[config.mk]
export PLATFORM = sky130hd
export DESIGN_NAME = btn_conditioner
export DESIGN_NICKNAME = d
export VERILOG_FILES = /design/src/rtl/btn_pkg.sv /design/src/rtl/btn_debounce_ch.sv /design/src/rtl/btn_conditioner.sv
export SDC_FILE = /design/constraint.sdc
export NUM_CORES = 1
export LEC_CHECK = 0
export BUFFER_PORTS_ARGS = -buffer_cell sky130_fd_sc_hd__buf_2
export CELL_PAD_IN_SITES_DETAIL_PLACEMENT = 1
export CELL_PAD_IN_SITES_GLOBAL_PLACEMENT = 2
export CORE_MARGIN = 5
export CORE_UTILIZATION = 41
export DETAILED_ROUTE_END_ITERATION = 16
export PLACE_DENSITY = 0.85
export SYNTH_ARGS = -nofsm -noshare
export SYNTH_HDL_FRONTEND = slang
export SYNTH_SLANG_ARGS = --single-unit
[constraint.sdc]
create_clock -name clk_in -period 2.87 [get_ports clk_in]
set_input_delay 0.861 -clock clk_in [delete_from_list [all_inputs] [get_ports clk_in]]
set_output_delay 0.861 -clock clk_in [all_outputs]
set_load 0.005 [all_outputs]
[src/rtl/btn_pkg.sv]
// ============================================================================
// btn_pkg -- shared types and default constants for the button conditioner
// Revision: 1.0
// ============================================================================
`default_nettype none

package btn_pkg;

  typedef enum logic [1:0] {
    ST_RELEASED     = 2'd0,
    ST_PRESS_PEND   = 2'd1,
    ST_PRESSED      = 2'd2,
    ST_RELEASE_PEND = 2'd3
  } btn_state_t;

  localparam int unsigned DEF_NUM_BTN         = 4;
  localparam int unsigned DEF_DEBOUNCE_CYCLES = 1_000_000;
  localparam int unsigned DEF_HOLD_CYCLES     = 50_000_000;

  // Counter width able to hold 0..limit without wrapping.
  function automatic int unsigned cnt_width(input int unsigned limit);
    return (limit < 1) ? 1 : $clog2(limit + 1);
  endfunction

endpackage : btn_pkg

`default_nettype wire

[src/rtl/btn_debounce_ch.sv]
// ============================================================================
// btn_debounce_ch -- one button channel: synchronizer, debounce FSM, hold timer
// Revision: 1.0
// ============================================================================
`default_nettype none

module btn_debounce_ch
  import btn_pkg::*;
#(
  parameter int unsigned DEBOUNCE_CYCLES = DEF_DEBOUNCE_CYCLES,
  parameter int unsigned HOLD_CYCLES     = DEF_HOLD_CYCLES
) (
  input  logic clk_in,
  input  logic rst_n_in,
  input  logic btn_in,
  output logic level_out,
  output logic press_out,
  output logic release_out,
  output logic hold_out
);

  localparam int unsigned DB_W   = cnt_width(DEBOUNCE_CYCLES);
  localparam int unsigned HOLD_W = cnt_width(HOLD_CYCLES);

  localparam logic [DB_W-1:0]   DB_LAST  = DB_W'(DEBOUNCE_CYCLES - 1);
  localparam logic [HOLD_W-1:0] HOLD_MAX = HOLD_W'(HOLD_CYCLES);
  localparam logic [HOLD_W-1:0] HOLD_PRE = HOLD_W'(HOLD_CYCLES - 1);

  logic              sync_meta_q;
  logic              sync_q;
  btn_state_t        state_q,    state_d;
  logic [DB_W-1:0]   db_cnt_q,   db_cnt_d;
  logic [HOLD_W-1:0] hold_cnt_q, hold_cnt_d;
  logic              level_q,    level_d;
  logic              press_q,    press_d;
  logic              release_q,  release_d;
  logic              hold_q,     hold_d;
  logic              hold_adv;

  always_ff @(posedge clk_in or negedge rst_n_in) begin
    if (!rst_n_in) begin
      sync_meta_q <= 1'b0;
      sync_q      <= 1'b0;
    end else begin
      sync_meta_q <= btn_in;
      sync_q      <= sync_meta_q;
    end
  end

  always_ff @(posedge clk_in or negedge rst_n_in) begin
    if (!rst_n_in) begin
      state_q    <= ST_RELEASED;
      db_cnt_q   <= '0;
      hold_cnt_q <= '0;
      level_q    <= 1'b0;
      press_q    <= 1'b0;
      release_q  <= 1'b0;
      hold_q     <= 1'b0;
    end else begin
      state_q    <= state_d;
      db_cnt_q   <= db_cnt_d;
      hold_cnt_q <= hold_cnt_d;
      level_q    <= level_d;
      press_q    <= press_d;
      release_q  <= release_d;
      hold_q     <= hold_d;
    end
  end

  always_comb begin
    state_d    = state_q;
    db_cnt_d   = db_cnt_q;
    hold_cnt_d = hold_cnt_q;
    press_d    = 1'b0;
    release_d  = 1'b0;
    hold_d     = 1'b0;
    hold_adv   = 1'b0;

    case (state_q)
      ST_RELEASED: begin
        if (sync_q) begin
          state_d  = ST_PRESS_PEND;
          db_cnt_d = '0;
        end
      end

      ST_PRESS_PEND: begin
        if (!sync_q) begin
          state_d  = ST_RELEASED;
          db_cnt_d = '0;
        end else if (db_cnt_q == DB_LAST) begin
          state_d    = ST_PRESSED;
          db_cnt_d   = '0;
          hold_cnt_d = '0;
          press_d    = 1'b1;
        end else begin
          db_cnt_d = db_cnt_q + 1'b1;
        end
      end

      ST_PRESSED: begin
        hold_adv = 1'b1;
        if (!sync_q) begin
          state_d  = ST_RELEASE_PEND;
          db_cnt_d = '0;
        end
      end

      ST_RELEASE_PEND: begin
        // The releasing edge itself does not advance the hold timer, so a
        // hold pulse can never land on the same cycle as the release pulse.
        if (sync_q) begin
          state_d  = ST_PRESSED;
          db_cnt_d = '0;
          hold_adv = 1'b1;
        end else if (db_cnt_q == DB_LAST) begin
          state_d   = ST_RELEASED;
          db_cnt_d  = '0;
          release_d = 1'b1;
        end else begin
          db_cnt_d = db_cnt_q + 1'b1;
          hold_adv = 1'b1;
        end
      end

      default: begin
        state_d  = ST_RELEASED;
        db_cnt_d = '0;
      end
    endcase

    if (hold_adv && (hold_cnt_q != HOLD_MAX)) begin
      hold_cnt_d = hold_cnt_q + 1'b1;
      hold_d     = (hold_cnt_q == HOLD_PRE);
    end

    level_d = (state_d == ST_PRESSED) || (state_d == ST_RELEASE_PEND);
  end

  assign level_out   = level_q;
  assign press_out   = press_q;
  assign release_out = release_q;
  assign hold_out    = hold_q;

endmodule : btn_debounce_ch

`default_nettype wire

[src/rtl/btn_conditioner.sv]
// ============================================================================
// btn_conditioner -- NUM_BTN independent debounced buttons with press,
//                    release and long-press pulses
// Revision: 1.0
// ============================================================================
`default_nettype none

module btn_conditioner
  import btn_pkg::*;
#(
  parameter int unsigned NUM_BTN         = DEF_NUM_BTN,
  parameter int unsigned DEBOUNCE_CYCLES = DEF_DEBOUNCE_CYCLES,
  parameter int unsigned HOLD_CYCLES     = DEF_HOLD_CYCLES
) (
  input  logic               clk_in,
  input  logic               rst_n_in,
  input  logic [NUM_BTN-1:0] btn_in,
  output logic [NUM_BTN-1:0] level_out,
  output logic [NUM_BTN-1:0] press_out,
  output logic [NUM_BTN-1:0] release_out,
  output logic [NUM_BTN-1:0] hold_out
);

  for (genvar gi = 0; gi < NUM_BTN; gi++) begin : g_ch
    btn_debounce_ch #(
      .DEBOUNCE_CYCLES (DEBOUNCE_CYCLES),
      .HOLD_CYCLES     (HOLD_CYCLES)
    ) u_ch (
      .clk_in      (clk_in),
      .rst_n_in    (rst_n_in),
      .btn_in      (btn_in[gi]),
      .level_out   (level_out[gi]),
      .press_out   (press_out[gi]),
      .release_out (release_out[gi]),
      .hold_out    (hold_out[gi])
    );
  end

endmodule : btn_conditioner

`default_nettype wire

**Yosys cells after proc, flatten, opt, wreduce, memory -nomap -nowiden**

Index checks and enable logic that the tools add are counted.

- Bits in registers: 216
- Bits of input ports: 6
- Word-level logic and storage cells: 220

- $add $sub $neg: 8
- Eq/ne operators: 40
- Muxes and demuxes: 104
- Reductions and logical operators: 32

Operators with widths:

| operator | number |
|---|---|
| $mux 26 | 16 |
| $mux 20 | 20 |
| $pmux 20 s4 | 4 |
| $add 26x1->26 const B | 4 |
| $eq 26x26->1 const B | 4 |
| $ne 26x26->1 const B | 4 |
| $add 20x1->20 const B | 4 |
| $eq 20x20->1 const B | 4 |
| $mux 2 | 24 |
| $eq 2x2->1 const B | 16 |
| $mux 1 | 32 |
| $pmux 2 s4 | 4 |
| $reduce_bool 2->1 | 12 |
| $reduce_and 3->1 | 4 |
| $eq 2x1->1 const B | 4 |
| $logic_not 2->1 | 4 |
| $ne 2x1->1 const B | 4 |
| $ne 2x2->1 const B | 4 |
| $pmux 1 s2 | 4 |
| $reduce_and 2->1 | 4 |
| $logic_and 1x1->1 | 4 |
| $logic_or 1x1->1 | 4 |

**Logic depth before layout (Yosys ltp)**

- Depth after elaboration: 7
- Depth in mapped cells: 9
- Gate-level depth less buffers: 7

**Modules after synthesis**

Synthesis repeated with hierarchy kept, for this count alone.

- Cell total of the unflattened synthesis: 1311
- Area total of the unflattened synthesis: 12239.2 um^2

Modules (own cells, without submodules):

| module | times used | cells an instance | area an instance (um^2) | seq. area each (um^2) |
|---|---|---|---|---|
| btn_debounce_ch (g_ch[0].u_ch ...) | 3 | 334 | 3108.0 | 1351.3 |
| btn_debounce_ch (g_ch[3].u_ch) | 1 | 309 | 2915.3 | 1351.3 |

**Least setup slack after synthesis**

Ideal clock, no wire load.

- Path kind: flip-flop to flip-flop
- From: register g_ch[2].u_ch.db_cnt_q[0]
- To: register g_ch[2].u_ch.hold_cnt_q[2]
- Setup time: 0.126 ns
- Data arrival time: 2.150 ns
- Required time: 2.744 ns
- Path slack: 0.594 ns
- Cell stages (with the launch flop): 8
- Period minus slack after synthesis: 2.276 ns
- Path through: dfrtp_1 > ha_1 > and3_1 > and4_1 > clkbuf_1 > a31oi_1 > a21boi_0 > a221o_1

- Cells in the longest elaborated chain, start to end: 7

Ends and longest elaborated chain:

| element | line | text |
|---|---|---|
| from (decl) | btn_debounce_ch.sv:32 | `logic [DB_W-1:0] db_cnt_q, db_cnt_d;` |
| from (signal assigned) | btn_debounce_ch.sv:61 | `db_cnt_q <= db_cnt_d;` |
| $eq 20x20->1 * | btn_debounce_ch.sv:91, btn_debounce_ch.sv:116 |  |
| $mux 1 | btn_debounce_ch.sv:116 | `end else if (db_cnt_q == DB_LAST) begin` |
| $mux 1 | btn_debounce_ch.sv:112 | `if (sync_q) begin` |
| $pmux 1 s2 | btn_debounce_ch.sv:79 | `case (state_q)` |
| $logic_and 1x1->1 | btn_debounce_ch.sv:132 | `if (hold_adv && (hold_cnt_q != HOLD_MAX)) begin` |
| $reduce_bool 2->1 (no source line) | -- |  |
| $reduce_and 3->1 (no source line) | -- |  |
| to (signal assigned) | btn_debounce_ch.sv:62 | `hold_cnt_q <= hold_cnt_d;` |
| to (decl) | btn_debounce_ch.sv:33 | `logic [HOLD_W-1:0] hold_cnt_q, hold_cnt_d;` |

Mark *: on every way between the ends. The rest lies on a longest branch, timed or not.
A chain may end at the register's enable or synchronous reset.

**Worst setup path after layout**

- From: register g_ch[1].u_ch.db_cnt_q[7]
- To: register g_ch[1].u_ch.hold_cnt_q[17]

- Cells in the longest elaborated chain, start to end: 7

Ends and longest elaborated chain:

| element | line |
|---|---|
| from (decl) | btn_debounce_ch.sv:32 |
| from (signal assigned) | btn_debounce_ch.sv:61 |
| $eq 20x20->1 * | btn_debounce_ch.sv:91, btn_debounce_ch.sv:116 |
| $mux 1 | btn_debounce_ch.sv:116 |
| $mux 1 | btn_debounce_ch.sv:112 |
| $pmux 1 s2 | btn_debounce_ch.sv:79 |
| $logic_and 1x1->1 | btn_debounce_ch.sv:132 |
| $reduce_bool 2->1 (no source line) | -- |
| $reduce_and 3->1 (no source line) | -- |
| to (signal assigned) | btn_debounce_ch.sv:62 |
| to (decl) | btn_debounce_ch.sv:33 |

Marked as above.

==> out/qor.yml <==
die:
  fp.dieW_um: 181
  std_cell_rows: 62
  core_mm2: 0.0288
  die_h_um: 181
  num_io_pins: 22
  die-area_mm2: 0.0327
  initial_utilization_pct: 41.6
worst_setup_path:
  path_cells: "or4_1 > nor4_2 > a31oi_1 > buf_4 > nand4_1 > mux2i_1"
  crit_path_end: "g_ch[1].u_ch.hold_cnt_q[17]$_DFFE_PN0P_"
  cp.arrival_ns: 2.98
  crit_fanout: 8
  slowest_delay_ns: 0.57
  crit_type: "reg2reg"
  crit_buf_inv: 1
  cp-end-kind: "register"
  rr_startpoint: "g_ch[1].u_ch.db_cnt_q[7]$_DFFE_PN0P_"
  crit_path_top_delay_cell: "or4_1"
  reg2reg_slack_ns: 0.32
  cp.required_ns: 3.30
  cp-startpoint: "g_ch[1].u_ch.db_cnt_q[7]$_DFFE_PN0P_"
  cp.depth: 6
  cp-start-kind: "register"
  cp_top_family: "simple AND/OR/NAND/NOR gates"
  timing.rr.end: "g_ch[1].u_ch.hold_cnt_q[17]$_DFFE_PN0P_"
  r2r_cells: 6
cts:
  postCtsSetupBuffers: 0
  numCtsBuffers: 27
  clkTransAtPathRegs_ns: 0.06
  cts_tree: "done"
  cts.sinks: 216
  htreeDepth: 1
  cts_hold_buf: 0
  cts.repair.resized: 0
  clkLatencyLatePin_ns: 0.53
  cts_buffer_depth: 3
  clockRootBuffer: "clkbuf_16"
sta:
  skew_ns: 0.00794
  slew_headroom_pct: 39.8
  tightest_slew_ns: 0.900
  layout_min_cycle_time_ns: 2.55
  finalSetupViolations: 0
  hold_violations: 0
  fin_ws_ns: 0.321
  whs_ns: 0.281
  max_freq_ghz: 0.392
  slew_viol_final: 0
  fin_setup_tns_ns: 0
  fin_crit_sh_pct: 88.8
  rsz0062_at_grt: "false"
logic_synthesis:
  syn_area_per_cell_um2: 9.10
  synthesis.nets: 1335
  async_flop_share_pct: 100
  yosysWarnings: 0
  ys_types: 78
  synth_seq_cells: 216
  netlist_area_mm2: 0.0120
  ys.flop_type: "dfrtp_1"
  synth-edff-count: 0
  ys_seq_area_share_pct: 45.1
  syn_inst: 1317
layout:
  final_util_pct: 46.4
  design_area_mm2: 0.0134
  drive_gt1_share_pct: 9.94
  stdcell_count: 1732
  largest_reg_flops: 104
  layout.nets: 1351
  antennaDiodeCount: 0
  regMostFlops: "g_ch.u_ch.hold_cnt_q"
  reg_top3: "g_ch.u_ch.hold_cnt_q: 104 flops, g_ch.u_ch.db_cnt_q: 80 flops, g_ch.u_ch.state_q: 8 flops"
  layout-area-overhead-vs-synth_pct: 11.6
placement:
  place_ws_ns: 0.335
  hpwl_mm: 20.7
  portBuffers: 21
  gp_congestion: 0.802
  dp_cells: 1688
  place_area_mm2: 0.0125
drt:
  drc: 0
  via_per_inst: 5.86
  ant_nets: 0
  wirelength_mm: 30.5
  wl_per_cell_um: 17.6
  drt_iter0_markers: 523
  vias: 10100
  detail_route.first_pass.iterations: 5
global_route:
  grt_first_pass_wirelength_mm: 53.5
  grt_pass1_vias: 10500
  antenna_found_initial: 0
  grt.overflow.total: 0
  grt_max_degree: 74
  track_usage_pct: 18.7
run:
  max-cap-violations: 0
power_and_ir_drop:
  peakVddDrop_uv: 353
  power.density_mw_per_mm2: 489
  leakage_nw: 5.79
  power_mw: 6.54
min_path:
  hold_class: "in2async"
outcome:
  status: "complete, no violations"
## layer usage
layer / part of all wire [%] / GRT usage (%)
met4: 1.6 / 3.60
met5: 0 / 0
met3: 2.4 / 2.09
met1: 48 / 26.4
met2: 48 / 31.3
## cell usage after synthesis (7+ instances only)
cell type | instances | share of area, %
nand4_1 | 69 | 3.6
nor4_1 | 28 | 1.5
ha_1 | 12 | 1.3
or2_2 | 8 | 0.42
nor3_1 | 40 | 1.7
nand2_1 | 182 | 5.7
buf_4 | 18 | 1.1
xor2_1 | 14 | 1.0
and3_1 | 41 | 2.1
a21o_1 | 15 | 0.94
o22ai_1 | 8 | 0.42
or3_1 | 20 | 1.0
a31oi_1 | 25 | 1.3
nor2_1 | 55 | 1.7
o211ai_1 | 11 | 0.69
nand3_1 | 87 | 3.6
mux2i_1 | 67 | 5.6
o221ai_1 | 8 | 0.58
nor2b_1 | 7 | 0.37
clkbuf_1 | 43 | 1.3
o21ai_0 | 63 | 2.6
nor4b_1 | 10 | 0.73
dfrtp_1 | 216 | 45
or4_1 | 20 | 1.3
a21oi_1 | 42 | 1.8
inv_1 | 64 | 2.0
and2_1 | 7 | 0.37
mux2_2 | 7 | 0.66
nand2b_1 | 7 | 0.37
a22o_1 | 18 | 1.3
buf_2 | 8 | 0.33
and4_1 | 17 | 1.2
## final cells by class
class / count / area [µm²]
Multi-Input combinational cell: 966 / 5990
Inverter: 64 / 240
Tap cell: 384 / 480
Timing Repair Buffer: 58 / 418
Clock buffer: 37 / 763
Sequential cell: 216 / 5410
Fill cell: 3327 / 15400
Clock inverter: 7 / 67.6
## logic make-up after synthesis
| family | count (synthesis) | synth area share [%] |
|---|---|---|
| and+or+nand+nor | 635 | 28.8 |
| AOI/OAI and AO/OA | 227 | 12.3 |
| DFF | 216 | 45.1 |
| buffers and inverters | 135 | 4.95 |
| muxes | 74 | 6.26 |
| xor gates and xnor gates | 18 | 1.32 |
| adders and majority gates | 12 | 1.25 |
## worst register-to-register path: stages (launching register included)
cell	delay [ns]
dfrtp_1	0.42
or4_1	0.57
nor4_2	0.42
a31oi_1	0.40
buf_4	0.29
nand4_1	0.09
mux2i_1	0.27
## how the worst min path moves through the flow
stage                                                        end  slack, ns  cells after the start
after floorplan                    g_ch[0].u_ch.sync_q$_DFF_PN0_       0.33                      0
after global placement             g_ch[3].u_ch.sync_q$_DFF_PN0_       0.33                      0
after detailed placement           g_ch[3].u_ch.sync_q$_DFF_PN0_       0.34                      0
after CTS                 g_ch[2].u_ch.hold_cnt_q[5]$_DFFE_PN0P_       0.32                      1
after global routing      g_ch[2].u_ch.hold_cnt_q[3]$_DFFE_PN0P_       0.35                      1
final                     g_ch[2].u_ch.hold_cnt_q[3]$_DFFE_PN0P_       0.28                      1
## power breakdown
group	switching, mW	internal, mW
clock network	1.32	1.93
registers	0.0217	3.06
logic	0.145	0.0590
total	1.49	5.05
## cell usage in the layout, fill, tap and decap left out, drive strengths merged, types with 8 or more instances in the layout
master,count
o22ai,8
buf,58
or3,21
a31oi,25
mux2i,67
nor3,41
o211ai,12
or2,10
and3,41
a21o,15
and4,17
nand2,182
dfrtp,216
nand3,88
ha,12
nor4b,11
or4,21
xor2,14
a22o,18
o21ai,64
nand4,69
and2,9
clkbuf,37
nor2,56
inv,65
o221ai,8
nor4,32
a21oi,42
Power figures use the tool's default switching activity.
